`src/rtl/ps2_kbd_rx_fifo.sv`:
```
`timescale 1ns/1ps
`default_nettype none
// ============================================================================
// Module   : ps2_kbd_rx_fifo
// Purpose  : PS/2 keyboard receiver. Synchronises and glitch-filters the PS/2
//            clock and data pins, deframes 11-bit frames (start, 8 data LSB
//            first, odd parity, stop), folds E0/F0 prefixes into single key
//            events and buffers them in a first-word-fall-through FIFO.
// Ports    : clk        - system clock
//            resetn     - synchronous active-low reset
//            ps2_clk    - asynchronous PS/2 clock pin
//            ps2_data   - asynchronous PS/2 data pin
//            ev_valid   - FIFO head holds an event
//            ev_ready   - consumer accepts the head event
//            ev_code    - scan code of head event (0 when empty)
//            ev_ext     - head event was preceded by E0
//            ev_break   - head event is a key release (preceded by F0)
//            fifo_count - number of stored events
//            overflow   - sticky: an event was dropped on a full FIFO
//            err_parity - one-cycle pulse on parity error
//            err_frame  - one-cycle pulse on bad start/stop bit or timeout
//            clr_err    - clears overflow (loses to a same-cycle set)
// Revision : 1.0 - initial release
// ============================================================================
module ps2_kbd_rx_fifo #(
    parameter int FILTER_LEN  = 4,
    parameter int TIMEOUT_CYC = 20000,
    parameter int FIFO_DEPTH  = 8,
    parameter int CNT_W       = 4
) (
    input  logic             clk,
    input  logic             resetn,
    input  logic             ps2_clk,
    input  logic             ps2_data,
    output logic             ev_valid,
    input  logic             ev_ready,
    output logic [7:0]       ev_code,
    output logic             ev_ext,
    output logic             ev_break,
    output logic [CNT_W-1:0] fifo_count,
    output logic             overflow,
    output logic             err_parity,
    output logic             err_frame,
    input  logic             clr_err
);

    localparam int AW   = $clog2(FIFO_DEPTH);
    localparam int TO_W = $clog2(TIMEOUT_CYC + 1);

    localparam logic [3:0]       RUN_MAX  = 4'(FILTER_LEN - 1);
    localparam logic [3:0]       BIT_STOP = 4'd10;
    localparam logic [3:0]       BIT_ONE  = 4'd1;
    localparam logic [TO_W-1:0]  TO_MAX   = TO_W'(TIMEOUT_CYC);
    localparam logic [TO_W-1:0]  TO_ONE   = TO_W'(1);
    localparam logic [CNT_W-1:0] CNT_FULL = CNT_W'(FIFO_DEPTH);
    localparam logic [CNT_W-1:0] CNT_ONE  = CNT_W'(1);
    localparam logic [AW-1:0]    PTR_ONE  = AW'(1);
    localparam logic [7:0]       CODE_EXT = 8'hE0;
    localparam logic [7:0]       CODE_BRK = 8'hF0;

    // ------------------------------------------------------------------
    // State
    // ------------------------------------------------------------------
    logic             clk_s1_q, clk_s1_d, clk_s2_q, clk_s2_d;
    logic             dat_s1_q, dat_s1_d, dat_s2_q, dat_s2_d;
    logic             filt_q, filt_d, filt_prev_q, filt_prev_d;
    logic [3:0]       run_q, run_d;
    logic [3:0]       bit_cnt_q, bit_cnt_d;
    logic [9:0]       shreg_q, shreg_d;
    logic [TO_W-1:0]  to_cnt_q, to_cnt_d;
    logic             ext_q, ext_d, brk_q, brk_d;
    logic             err_par_q, err_par_d, err_frm_q, err_frm_d;
    logic             ovf_q, ovf_d;
    logic [AW-1:0]    wr_ptr_q, wr_ptr_d, rd_ptr_q, rd_ptr_d;
    logic [CNT_W-1:0] count_q, count_d;
    logic [9:0]       mem_q [FIFO_DEPTH];

    logic             strobe;
    logic             push_req, push_ok, pop, full;
    logic [9:0]       push_data, head;
    logic [7:0]       data_byte;
    logic             start_bit, par_bit, stop_bit;

    // Frame fields: bits enter at the MSB and shift right, so after ten
    // strobes the start bit sits at [0] and parity at [9]. The stop bit is
    // taken straight from the synchroniser on its own strobe.
    assign start_bit = shreg_q[0];
    assign data_byte = shreg_q[8:1];
    assign par_bit   = shreg_q[9];
    assign stop_bit  = dat_s2_q;

    assign strobe   = filt_prev_q & ~filt_q;
    assign full     = (count_q == CNT_FULL);
    assign ev_valid = (count_q != '0);
    assign pop      = ev_valid & ev_ready;
    assign push_ok  = push_req & (~full | pop);
    assign head     = mem_q[rd_ptr_q];

    always_comb begin
        // Synchronisers
        clk_s1_d    = ps2_clk;
        clk_s2_d    = clk_s1_q;
        dat_s1_d    = ps2_data;
        dat_s2_d    = dat_s1_q;

        // Glitch filter: follow the synchronised clock only after it has
        // disagreed for FILTER_LEN consecutive cycles.
        filt_d      = filt_q;
        run_d       = 4'd0;
        filt_prev_d = filt_q;
        if (clk_s2_q != filt_q) begin
            if (run_q == RUN_MAX) begin
                filt_d = clk_s2_q;
            end else begin
                run_d = run_q + BIT_ONE;
            end
        end

        // Deframer, timeout and prefix decoder
        bit_cnt_d = bit_cnt_q;
        shreg_d   = shreg_q;
        to_cnt_d  = to_cnt_q;
        ext_d     = ext_q;
        brk_d     = brk_q;
        err_par_d = 1'b0;
        err_frm_d = 1'b0;
        push_req  = 1'b0;
        push_data = {ext_q, brk_q, data_byte};

        if (strobe) begin
            // A strobe always beats a coincident timeout.
            to_cnt_d = '0;
            if (bit_cnt_q == BIT_STOP) begin
                bit_cnt_d = 4'd0;
                if (start_bit || !stop_bit) begin
                    err_frm_d = 1'b1;
                    ext_d     = 1'b0;
                    brk_d     = 1'b0;
                end else if (!(^{data_byte, par_bit})) begin
                    err_par_d = 1'b1;
                    ext_d     = 1'b0;
                    brk_d     = 1'b0;
                end else if (data_byte == CODE_EXT) begin
                    ext_d = 1'b1;
                end else if (data_byte == CODE_BRK) begin
                    brk_d = 1'b1;
                end else begin
                    push_req = 1'b1;
                    ext_d    = 1'b0;
                    brk_d    = 1'b0;
                end
            end else begin
                shreg_d   = {dat_s2_q, shreg_q[9:1]};
                bit_cnt_d = bit_cnt_q + BIT_ONE;
            end
        end else if (bit_cnt_q != 4'd0) begin
            if (to_cnt_q == TO_MAX) begin
                // Abort the frame but keep any pending prefix flags.
                bit_cnt_d = 4'd0;
                to_cnt_d  = '0;
                err_frm_d = 1'b1;
            end else begin
                to_cnt_d = to_cnt_q + TO_ONE;
            end
        end else begin
            to_cnt_d = '0;
        end

        // FIFO bookkeeping
        wr_ptr_d = push_ok ? (wr_ptr_q + PTR_ONE) : wr_ptr_q;
        rd_ptr_d = pop ? (rd_ptr_q + PTR_ONE) : rd_ptr_q;
        count_d  = count_q;
        if (push_ok && !pop) begin
            count_d = count_q + CNT_ONE;
        end else if (!push_ok && pop) begin
            count_d = count_q - CNT_ONE;
        end

        // Overflow set has priority over clear in the same cycle.
        ovf_d = ovf_q;
        if (push_req && full && !pop) begin
            ovf_d = 1'b1;
        end else if (clr_err) begin
            ovf_d = 1'b0;
        end
    end

    always_ff @(posedge clk) begin
        if (!resetn) begin
            clk_s1_q    <= 1'b1;
            clk_s2_q    <= 1'b1;
            dat_s1_q    <= 1'b1;
            dat_s2_q    <= 1'b1;
            filt_q      <= 1'b1;
            filt_prev_q <= 1'b1;
            run_q       <= 4'd0;
            bit_cnt_q   <= 4'd0;
            shreg_q     <= 10'd0;
            to_cnt_q    <= '0;
            ext_q       <= 1'b0;
            brk_q       <= 1'b0;
            err_par_q   <= 1'b0;
            err_frm_q   <= 1'b0;
            ovf_q       <= 1'b0;
            wr_ptr_q    <= '0;
            rd_ptr_q    <= '0;
            count_q     <= '0;
        end else begin
            clk_s1_q    <= clk_s1_d;
            clk_s2_q    <= clk_s2_d;
            dat_s1_q    <= dat_s1_d;
            dat_s2_q    <= dat_s2_d;
            filt_q      <= filt_d;
            filt_prev_q <= filt_prev_d;
            run_q       <= run_d;
            bit_cnt_q   <= bit_cnt_d;
            shreg_q     <= shreg_d;
            to_cnt_q    <= to_cnt_d;
            ext_q       <= ext_d;
            brk_q       <= brk_d;
            err_par_q   <= err_par_d;
            err_frm_q   <= err_frm_d;
            ovf_q       <= ovf_d;
            wr_ptr_q    <= wr_ptr_d;
            rd_ptr_q    <= rd_ptr_d;
            count_q     <= count_d;
        end
    end

    // Event storage needs no reset: the count masks stale entries.
    always_ff @(posedge clk) begin
        if (resetn && push_ok) begin
            mem_q[wr_ptr_q] <= push_data;
        end
    end

    assign ev_code    = ev_valid ? head[7:0] : 8'd0;
    assign ev_break   = ev_valid ? head[8]   : 1'b0;
    assign ev_ext     = ev_valid ? head[9]   : 1'b0;
    assign fifo_count = count_q;
    assign overflow   = ovf_q;
    assign err_parity = err_par_q;
    assign err_frame  = err_frm_q;

endmodule
`default_nettype wire

```
`config.mk`:
```
export PLATFORM = sky130hd
export DESIGN_NAME = ps2_kbd_rx_fifo
export DESIGN_NICKNAME = d
export VERILOG_FILES = /design/src/rtl/ps2_kbd_rx_fifo.sv
export SDC_FILE = /design/constraint.sdc
export NUM_CORES = 1
export LEC_CHECK = 0
export ABC_AREA = 1
export BUFFER_PORTS_ARGS = -buffer_cell sky130_fd_sc_hd__buf_4
export CORE_ASPECT_RATIO = 1.1
export CORE_MARGIN = 5
export CORE_UTILIZATION = 55
export CTS_CLUSTER_SIZE = 25
export DETAILED_ROUTE_END_ITERATION = 6
export HOLD_SLACK_MARGIN = 0.02
export MAX_ROUTING_LAYER = met4
export PLACE_DENSITY = 0.71
export SETUP_SLACK_MARGIN = 0.2
export SLEW_MARGIN = 10
export SYNTH_ARGS = -nofsm -noshare
export SYNTH_HDL_FRONTEND = slang
export SYNTH_SLANG_ARGS = --single-unit
```
`constraint.sdc`:
```
create_clock -name clk -period 3.2 [get_ports clk]
set_input_delay 0.64 -clock clk [delete_from_list [all_inputs] [get_ports clk]]
set_output_delay 0.64 -clock clk [all_outputs]
set_load 0.02 [all_outputs]
```
* Word-level counts from Yosys, hierarchy flattened *
Memories as Yosys holds them, arrays and structs flattened. A register that Yosys moved wholly into a read port is not among the register bits.
Index checks and enable logic that the tools add are counted.

operators by class
  shifts and indexed selects = 0
  equality and inequality tests = 9
  order comparisons = 0
  divide/modulo/power cells = 0
  mux-type cells = 35
  multipliers = 0
  add/sub/neg operators = 7
  bitwise gates (word level) = 11
  reduce and logical (&&, ||, !) cells = 24

operators with widths
  kind                                                  number
  two-way mux 1 bit                                     26
  two-way mux 4 bit                                     6
  equality test 8 bit (second input constant)           2
  adder 15 x 1 -> 15 bit (second input constant)        1
  equality test 15 bit (second input constant)          1
  adder 4 x 1 -> 4 bit (second input constant)          3
  XOR reduction 9 bit                                   1
  equality test 4 bit (second input constant)           2
  two-way mux 8 bit                                     1
  nonzero test 2 bit                                    4
  nonzero test 4 bit                                    2
  OR reduction 4 bit                                    2
  inverter 1 bit                                        7
  adder 3 x 1 -> 3 bit (second input constant)          2
  two-way mux 3 bit                                     2
  AND reduction 2 bit                                   3
  AND reduction 3 bit                                   2
  logical AND 1 bit                                     5
  equality test 4 x 2 -> 1 bit (second input constant)  1
  != test 4 bit (second input constant)                 1
  subtractor 4 x 1 -> 4 bit (second input constant)     1
  bitwise AND 1 bit                                     3
  zero test 1 bit                                       3
  != test 3 bit (second input constant)                 1
  other kinds (4)                                       4

storage, ports and cells
  ROM bits = 0
  bits of input ports = 6
  bits in latches = 0
  flip-flop bits (word level) = 54
  bits in writable memories = 80
  output and inout bits = 18
  logic and storage cells = 105
  memories kept = 1

memories
  name   words  bits a word  read ports  clocked after memory_dff  wr ports  line  source
  mem_q  8      10           1           1                         1         76    logic [9:0] mem_q [FIFO_DEPTH];

* Longest topological paths before layout *
Gate-level depths: netlist of run 1.

  depth after elaboration = 12
  gate-level depth with buffers = 20

* Worst setup path before layout of run 1 *
No wires, ideal clock.

  path kind = input to register
  from = in ev_ready
  to = reg count_q[3], in the netlist fifo_count[3]
  path slack = 0.570 ns
  stages on the path = 14
  data required time = 3.081 ns
  buffers on the path = 0
  arrival = 2.511 ns
  library setup time = 0.119 ns
  path through = nor4_1 inv_1 nand4_4 clkinv_2 ha_1 inv_1 ha_1 a21o_1 a21oi_1 nor2_1 nor2_1 nand2_1 o21ai_0 a21oi_1

between the ends
  cells in the longest elaborated chain, start to end = 6

ends and longest elaborated chain
  what                          line  source
  from (decl)                   36    input logic ev_ready,
  bitwise AND 1 bit (*)         95    assign pop = ev_valid & ev_ready;
  bitwise OR 1 bit              96    assign push_ok = push_req & (~full | pop);
  bitwise AND 1 bit             96
  zero test 1 bit               175   end else if (!push_ok && pop) begin
  logical AND 1 bit             175
  nonzero test 2 bit (no line)  --
  to (signal assigned)          226   count_q <= count_d;
  to (decl)                     75    logic [CNT_W-1:0] count_q, count_d;

Every way passes the cells marked *; elsewhere a longest branch is shown, timed or not.
A chain may end at the register's enable or synchronous reset.

==> results.rst, run 1 <==
.. list-table::
   :header-rows: 1

   * - Metric
     - Value
   * - Effective utilization at floorplan
     - 56.14%
   * - Crit path capture type
     - output pin
   * - Total power
     - 4.996 mW
   * - Number of core rows
     - 39
   * - Placement-stage worst setup slack
     - 0.2497 ns
   * - Clock sink count
     - 137
   * - HPWL after detailed placement
     - 7379 um
   * - Wire length after detailed routing
     - 11690 um
   * - Count of final max-slew check failures
     - 0
   * - Drt drc
     - 0
   * - Weighted congestion reported at the end of routability-driven placement
     - 0.8419
   * - Min Clock Period, post-route
     - 2.783 ns
   * - Most used flip-flop cell after synthesis
     - sky130_fd_sc_hd__edfxtp_1
   * - Number of maximum-capacitance violations
     - 0
   * - Antenna violations before repair
     - 0
   * - Type of the tightest min-delay check
     - flop to flop
   * - Pwr/cell area
     - 729.7 mW/mm2
   * - Root Buffer Master
     - sky130_fd_sc_hd__clkbuf_16
   * - Height of the die
     - 117.8 um
   * - Share of cells above drive strength 1
     - 18.83%
   * - Post-route setup TNS
     - 0 ns
   * - IO Port Bufs
     - 23
   * - Area leader, netlist
     - sky130_fd_sc_hd__edfxtp_1
   * - Flops & latches, synth
     - 137
   * - Share of the synthesized area in the top cell type
     - 41.36%
   * - Antenna Violating Nets Remaining
     - 0
   * - Core Util, Final
     - 66.18%
   * - TritonCTS buffer count
     - 17
   * - Setup CP Type
     - flop to output pin
   * - Max Fclk
     - 0.3594 GHz
   * - Minimum setup slack in the final design
     - 0.4175 ns
   * - Number of synthesized flops with an enable pin
     - 80
   * - Final standard cell count with taps included and fillers excluded
     - 791
   * - Fraction of the yosys area taken by sequential cells
     - 61.01%
   * - Overflow left after global routing
     - 0
   * - DRC violation total after the first TritonRoute iteration
     - 305
   * - TritonCTS clock tree
     - done
   * - Clk_lat worst skew
     - 0.41 ns
   * - Nature of the critical path startpoint
     - flop
   * - Post-Synthesis Cells
     - 591
   * - Relative area change from synthesis to final layout
     - 17.88%
   * - Pin count of the biggest net entering global routing
     - 41
   * - TritonRoute pass-1 iters
     - 5
   * - Worst IR Drop VDD
     - 0.4410 mV
   * - Synth async-reset ratio
     - 0%
   * - Critical-path maximum fanout
     - 40
   * - Total GRT Usage
     - 19.99%
   * - Worst EP required
     - 2.56 ns
   * - Maximum level of the CTS H-tree
     - 4
   * - Fill cell instance count of the final layout
     - 820
   * - Relative max-transition margin
     - 57.41%
   * - Total of hold buffers inserted after clock tree synthesis
     - 0
   * - Final cycle utilization of the critical path
     - 86.95%
   * - Post-route design area
     - 0.006847 mm2
   * - RSZ-0062 raised after global routing
     - no
   * - Cell types with the largest area share after synthesis
     - sky130_fd_sc_hd__edfxtp_1 (41%), sky130_fd_sc_hd__dfxtp_1 (20%), sky130_fd_sc_hd__nor2_1 (6.3%), sky130_fd_sc_hd__o21ai_0 (6.2%), sky130_fd_sc_hd__nand2_1 (3.8%)
   * - Global-route wire length before repair
     - 19400 um
   * - Total number of vias
     - 4214
   * - Worst Hold Margin
     - 0.4094 ns
   * - Clock tree skew after final layout
     - 0.006979 ns
   * - Number of distinct library cells after synthesis
     - 38
   * - Placeable core region
     - 0.01034 mm2
   * - Vias in the first global route
     - 4115
   * - Antenna Diode Count
     - 0
   * - Final hold viol count
     - 0
   * - Synth Area per Inst
     - 9.828 um2
   * - NumNets Final
     - 653
   * - Routed length per placed instance
     - 14.77 um
   * - Via count normalized by instance count
     - 5.327
   * - Setup violators final
     - 0
   * - Chip Width
     - 108.0 um
   * - Die footprint
     - 0.01272 mm2
   * - Yosys Warn Count
     - 0
   * - Net count of the mapped netlist
     - 609
   * - Total leakage power
     - 2.367 nW
   * - Area post-placement
     - 0.006177 mm2
   * - Endpoint arrival time on the critical path
     - 2.14 ns
   * - Count of boundary I/O pins
     - 24
   * - Outcome
     - finished clean
   * - Register clock-pin slew on the reported worst setup and hold paths
     - 0.06 ns
   * - Worst-case clock buffer depth
     - 2
   * - Post-Place Cells
     - 750
   * - Netlist area before placement
     - 0.005808 mm2
   * - Slew at the pin closest to its max-slew limit
     - 0.6381 ns
power by group:
part	internal [mW]	switching, mW
sequential	1.89	0.0529
combinational	0.431	0.781
clock	1.14	0.700
sequential cells by signal, summed over array words and instances, names as in the netlist, named ones only:
signal       cells
bit_cnt_q        4
brk_q            1
clk_s1_q         1
clk_s2_q         1
dat_s1_q         1
dat_s2_q         1
err_frame        1
err_parity       1
ext_q            1
fifo_count       4
filt_prev_d      1
filt_prev_q      1
mem_q           80
overflow         1
rd_ptr_q         3
run_q            4
shreg_q         10
to_cnt_q        15
wr_ptr_q         3
area by class of cell:
type	count	area (um2)	area share, %
multi-input combinational	376	1984	28.98
timing repair buffer	44	330.3	4.825
clock buffer	20	436.7	6.378
clock inverter	12	126.4	1.846
inverter	59	226.5	3.308
tap	143	178.9	2.613
sequential	137	3563	52.05
cell usage after synthesis (2+ instances only):
master,count
sky130_fd_sc_hd__nor2_1,97
sky130_fd_sc_hd__edfxtp_1,80
sky130_fd_sc_hd__o21ai_0,72
sky130_fd_sc_hd__nand2_1,59
sky130_fd_sc_hd__dfxtp_1,57
sky130_fd_sc_hd__inv_1,47
sky130_fd_sc_hd__a21oi_1,29
sky130_fd_sc_hd__nand3_1,23
sky130_fd_sc_hd__clkbuf_1,17
sky130_fd_sc_hd__ha_1,11
sky130_fd_sc_hd__o22ai_1,11
sky130_fd_sc_hd__a31oi_1,10
sky130_fd_sc_hd__inv_2,10
sky130_fd_sc_hd__nor3_1,8
sky130_fd_sc_hd__nor2_2,7
sky130_fd_sc_hd__xor2_1,6
sky130_fd_sc_hd__nand2_2,5
sky130_fd_sc_hd__nand3_2,5
sky130_fd_sc_hd__or2_2,5
sky130_fd_sc_hd__nand4_1,4
sky130_fd_sc_hd__nor3_2,3
sky130_fd_sc_hd__nor4_1,3
sky130_fd_sc_hd__o21ai_1,3
sky130_fd_sc_hd__a211oi_1,2
sky130_fd_sc_hd__nand2_4,2
sky130_fd_sc_hd__nand3b_1,2
sky130_fd_sc_hd__nor2_4,2
logic make-up after synthesis:
| group | Yosys count | share of synthesized area (%) |
|---|---|---|
| XOR/XNOR | 7 | 1.056 |
| AND/OR/NAND/NOR | 227 | 18.25 |
| flip-flops | 137 | 61.01 |
| adder cells (fa/ha/maj) | 12 | 2.714 |
| AO/OA/AOI/OAI | 130 | 11.89 |
| buffers and inverters | 78 | 5.084 |
timing repair:
action / 4_1_cts / 5_1_grt
setup endpoints to repair: 0 / 3
resized for setup: 0 / 16
setup buffers: 0 / 9
worst max-delay path, stage by stage, from the launching register on:
cell and delay, ns:
sky130_fd_sc_hd__dfxtp_1 0.34, sky130_fd_sc_hd__inv_2 0.46, sky130_fd_sc_hd__o21ai_0 0.21, sky130_fd_sc_hd__o22ai_1 0.18, sky130_fd_sc_hd__o21ai_0 0.11, sky130_fd_sc_hd__a31oi_1 0.24
sky130_fd_sc_hd__buf_4 0.19
final timing paths:
path,start,endpoint,slack [ns],cells past startpoint
worst max-delay path,flop,ev_code[0],0.42,6
worst max register to register,shreg_q[7],fifo_count[3],0.49,20
worst min register to register,clk_s1_q,clk_s2_q,0.41,1
worst min-delay path,clk_s1_q,clk_s2_q,0.41,1
metal layers:
metal | GRT usage [%] | up-vias | share of wire (%)
met3 | 4.663 | 14 | 4.5
met1 | 25.35 | 1988 | 45
met5 | - | - | 0
met2 | 32.23 | 91 | 50
met4 | 5.525 | 0 | 0.96
li1 | - | 2121 | -
layout by cell type (no fill, tap or decap), types with 4 or more instances in the layout:
master / count
sky130_fd_sc_hd__nand2_2: 5
sky130_fd_sc_hd__buf_4: 44
sky130_fd_sc_hd__o22ai_1: 11
sky130_fd_sc_hd__ha_1: 11
sky130_fd_sc_hd__inv_2: 10
sky130_fd_sc_hd__nand3_1: 22
sky130_fd_sc_hd__nand4_1: 4
sky130_fd_sc_hd__nand3_2: 6
sky130_fd_sc_hd__a31oi_1: 10
sky130_fd_sc_hd__o21ai_0: 71
sky130_fd_sc_hd__inv_1: 46
sky130_fd_sc_hd__dfxtp_4: 5
sky130_fd_sc_hd__o21ai_1: 4
sky130_fd_sc_hd__xor2_1: 6
sky130_fd_sc_hd__nand2_1: 59
sky130_fd_sc_hd__clkbuf_16: 17
sky130_fd_sc_hd__or2_2: 5
sky130_fd_sc_hd__clkinvlp_4: 5
sky130_fd_sc_hd__nor3_1: 7
sky130_fd_sc_hd__clkinv_2: 4
sky130_fd_sc_hd__dfxtp_1: 51
sky130_fd_sc_hd__nor2_2: 6
sky130_fd_sc_hd__edfxtp_1: 80
sky130_fd_sc_hd__nor2_1: 97
sky130_fd_sc_hd__a21oi_1: 29
sky130_fd_sc_hd__nor3_2: 4
(Power assumes the default switching activity.)
==> run 2, diff against run 1 <==
- ABC_AREA: 1 -> not set
- SLEW_MARGIN: 10 -> not set
==> results.rst, run 2 <==
.. list-table::
   :header-rows: 1

   * - Metric
     - Value
   * - Simple-gate share of the synthesized area
     - 14.05% (-4.2 points)
   * - Register clock-pin slew on the reported worst setup and hold paths
     - 0.06 ns (about the same)
   * - Area post-placement
     - 0.006095 mm2 (-1.3%)
   * - Global-route wire length before repair
     - 17120 um (-12%)
   * - Setup CP Type
     - flop to flop
   * - Total power
     - 3.654 mW (-27%)
   * - Share of cells above drive strength 1
     - 26.28% (+7.5 points)
   * - Synth Area per Inst
     - 13.52 um2 (+38%)
   * - Number of flip-flops under the largest register name
     - 80 (unchanged)
   * - Maximum level of the CTS H-tree
     - 4 (unchanged)
   * - Flops & latches, synth
     - 137 (unchanged)
   * - Vias in the first global route
     - 3373 (-18%)
   * - Relative max-transition margin
     - 47.49% (-9.9 points)
   * - Placement-stage worst setup slack
     - 0.07757 ns (-0.1722 ns)
   * - Crit path capture type
     - flop
   * - Setup violators final
     - 0 (unchanged)
   * - Overflow left after global routing
     - 0 (unchanged)
   * - Antenna Violating Nets Remaining
     - 0 (unchanged)
   * - Relative area change from synthesis to final layout
     - 18.96%
   * - Wire length after detailed routing
     - 9998 um (-14%)
   * - Netlist area before placement
     - 0.005637 mm2 (-3.0%)
   * - Clock tree skew after final layout
     - 0.009112 ns (+0.002133 ns)
   * - Final standard cell count with taps included and fillers excluded
     - 607 (-23%)
   * - Max Fclk
     - 0.3495 GHz (-2.8%)
   * - Register ranked first by flip-flop count
     - mem_q
   * - Die footprint
     - 0.01238 mm2 (-2.7%)
   * - Cell types with the largest area share after synthesis
     - sky130_fd_sc_hd__edfxtp_1 (43%), sky130_fd_sc_hd__dfxtp_1 (20%), sky130_fd_sc_hd__mux4_2 (8.0%), sky130_fd_sc_hd__nor2_1 (3.3%), sky130_fd_sc_hd__nand2_1 (2.5%)
   * - TritonRoute pass-1 iters
     - 5 (unchanged)
   * - Adder and majority cell fraction of the synthesized area
     - 2.797% (+0.083 points)
   * - Post-Synthesis Cells
     - 417 (-29%)
   * - Placeable core region
     - 0.009937 mm2 (-3.9%)
   * - Number of distinct library cells after synthesis
     - 48 (+26%)
   * - Critical path's largest stage delay
     - 0.35 ns (-0.11 ns)
   * - Dominant combinational cell family by area after synthesis
     - simple AND/OR/NAND/NOR gates
   * - Slew at the pin closest to its max-slew limit
     - 0.7847 ns (+0.1466 ns)
   * - Final hold viol count
     - 0 (unchanged)
   * - DRC violation total after the first TritonRoute iteration
     - 175 (-43%)
   * - Number of synthesized flops with an enable pin
     - 80 (unchanged)
   * - Most frequently used cell type in the post-synthesis netlist
     - sky130_fd_sc_hd__edfxtp_1
   * - Number of core rows
     - 38 (-2.6%)
   * - Clk_lat worst skew
     - 0.51 ns (+0.10 ns)
   * - Net count of the mapped netlist
     - 435 (-29%)
   * - Post-route setup TNS
     - 0 ns (unchanged)
   * - Count of final max-slew check failures
     - 0 (unchanged)
   * - Worst EP required
     - 3.64 ns (+1.08 ns)
   * - Post-Place Cells
     - 571 (-24%)
   * - Root Buffer Master
     - sky130_fd_sc_hd__clkbuf_8
   * - Final cycle utilization of the critical path
     - 89.42% (+2.5 points)
   * - Weighted congestion reported at the end of routability-driven placement
     - 0.8028 (-4.6%)
   * - Effective utilization at floorplan
     - 56.72% (+0.58 points)
   * - HPWL after detailed placement
     - 6624 um (-10%)
   * - Total GRT Usage
     - 18.79% (-1.2 points)
   * - Via count normalized by instance count
     - 5.509 (+3.4%)
   * - TritonCTS clock tree
     - done
   * - Share of cell area taken by muxes after synthesis
     - 10.12% (+10 points)
   * - Count of boundary I/O pins
     - 24 (unchanged)
   * - Chip Width
     - 106.5 um (-1.3%)
   * - Yosys Warn Count
     - 0 (unchanged)
   * - Nature of the critical path startpoint
     - flop
   * - Synth cell count leaders
     - sky130_fd_sc_hd__edfxtp_1 (80), sky130_fd_sc_hd__dfxtp_1 (57), sky130_fd_sc_hd__nor2_1 (49)
   * - Area leader, netlist
     - sky130_fd_sc_hd__edfxtp_1
   * - Height of the die
     - 116.2 um (-1.4%)
   * - Total number of vias
     - 3344 (-21%)
   * - Type of the tightest min-delay check
     - input port to flop
   * - Post-route design area
     - 0.006705 mm2 (-2.1%)
   * - Number of maximum-capacitance violations
     - 0 (unchanged)
   * - Outcome
     - finished clean
   * - Critical path cell sequence
     - inv_1, ha_1, and3b_2, nand2_2, nor4_4, nand2_4, inv_4, ha_4, inv_2, ha_1, a21o_1, a21oi_2, xnor2_1, or3_1, a21oi_2
   * - Antenna Diode Count
     - 0 (unchanged)
   * - Pwr/cell area
     - 544.9 mW/mm2 (-25%)
   * - Minimum setup slack in the final design
     - 0.3385 ns (-0.07898 ns)
   * - Min Clock Period, post-route
     - 2.861 ns (+0.07898 ns)
   * - Complex-gate fraction of the synthesized area
     - 2.886% (-9.0 points)
   * - Highest-delay cell along the critical path
     - sky130_fd_sc_hd__nor4_4
   * - IO Port Bufs
     - 23 (unchanged)
   * - Synth async-reset ratio
     - 0% (unchanged)
   * - TritonCTS buffer count
     - 17 (unchanged)
   * - Total leakage power
     - 2.333 nW (-1.4%)
   * - Routed length per placed instance
     - 16.47 um (+11%)
   * - Worst IR Drop VDD
     - 0.3319 mV (-25%)
   * - Pin count of the biggest net entering global routing
     - 29 (-29%)
   * - Fraction of the yosys area taken by sequential cells
     - 62.86% (+1.9 points)
   * - Total of hold buffers inserted after clock tree synthesis
     - 0 (unchanged)
   * - RSZ-0062 raised after global routing
     - no
   * - Critical-path maximum fanout
     - 5 (-88%)
   * - Largest registers
     - mem_q x80, to_cnt_q x15, shreg_q x10
   * - Antenna violations before repair
     - 0 (unchanged)
   * - Most common library cell in the layout ignoring fill and taps
     - sky130_fd_sc_hd__edfxtp_1
   * - Xor/xnor cell area share of the yosys netlist
     - 5.372% (+4.3 points)
   * - Commonest cells after routing, fill and taps aside
     - sky130_fd_sc_hd__edfxtp_1 (80), sky130_fd_sc_hd__dfxtp_1 (54), sky130_fd_sc_hd__buf_4 (51)
   * - Endpoint arrival time on the critical path
     - 3.30 ns (+1.16 ns)
   * - Share of the synthesized area in the top cell type
     - 42.62% (+1.3 points)
   * - NumNets Final
     - 492 (-25%)
   * - Most used flip-flop cell after synthesis
     - sky130_fd_sc_hd__edfxtp_1
   * - Worst-case clock buffer depth
     - 2 (unchanged)
   * - Clock sink count
     - 137 (unchanged)
   * - Drt drc
     - 0 (unchanged)
## run 2: cell type report
cell class              count  area (um2)
repair buffers             51       382.9
flip-flops and latches    137        3547
fillers                   725        3232
multi-input cells         252        2016
clock buffers              19       421.7
clock inverters            13       128.9
inverters                  15       58.81
well taps                 120       150.1
## run 2: report_power, final
group	total (mW)	switching, mW	internal [mW]
Sequential	1.85	0.00130	1.85
Clock	1.78	0.685	1.10
Combinational	0.0199	0.0134	0.00649
## run 2: what timing repair did
item	4_1_cts	5_1_grt
endpoints found under the hold margin	0	0
buffers inserted	0	4
endpoints found under the setup margin	1	1
cloned	0	0
resized for setup	1	10
pin swaps	0	2
## run 2: metal layers
metal	GRT usage, %	part of all wire [%]	vias up
met5	-	0	-
met2	31.39	54	61
li1	-	-	1630
met3	4.478	3.6	5
met1	22.63	42	1648
met4	6.650	0.67	0
## run 2: cells by family (layout without fill, tap and decap cells)
family,count (synthesis),count (layout)
and+or+nand+nor,150,150
adders and majority gates,12,12
AOI/OAI and AO/OA,29,29
buffers and inverters,28,98
xor gates and xnor gates,29,29
muxes,32,32
DFF,137,137
## run 2: metrics by stage
| stage | util (%) | hold WS [ns] |
|---|---|---|
| after floorplan | - | 0.3863 |
| after global placement | 61.33 | 0.3892 |
| after detailed placement | 61.33 | 0.3964 |
| after CTS | 66.88 | 0.2758 |
| after global routing | 67.48 | 0.2918 |
| final | 67.48 | 0.3075 |
## run 2: worst paths after layout
kind                                 endpoint  slack, ns         start  cells after the start
worst min register to register       clk_s2_q       0.41      clk_s1_q                      1
worst max register to register  fifo_count[3]       0.34  bit_cnt_q[0]                     15
worst max-delay path            fifo_count[3]       0.34  bit_cnt_q[0]                     15
worst min-delay path                 overflow       0.31       clr_err                      2
## run 2: worst max-delay path, delay by kind of cell (launching register included)
family	cells	cell delay [ns]
fa+ha+maj	3	0.55
flops	1	0.34
buf+inv	3	0.22
compound gates	3	0.48
xor+xnor	1	0.09
simple gates	5	1.11
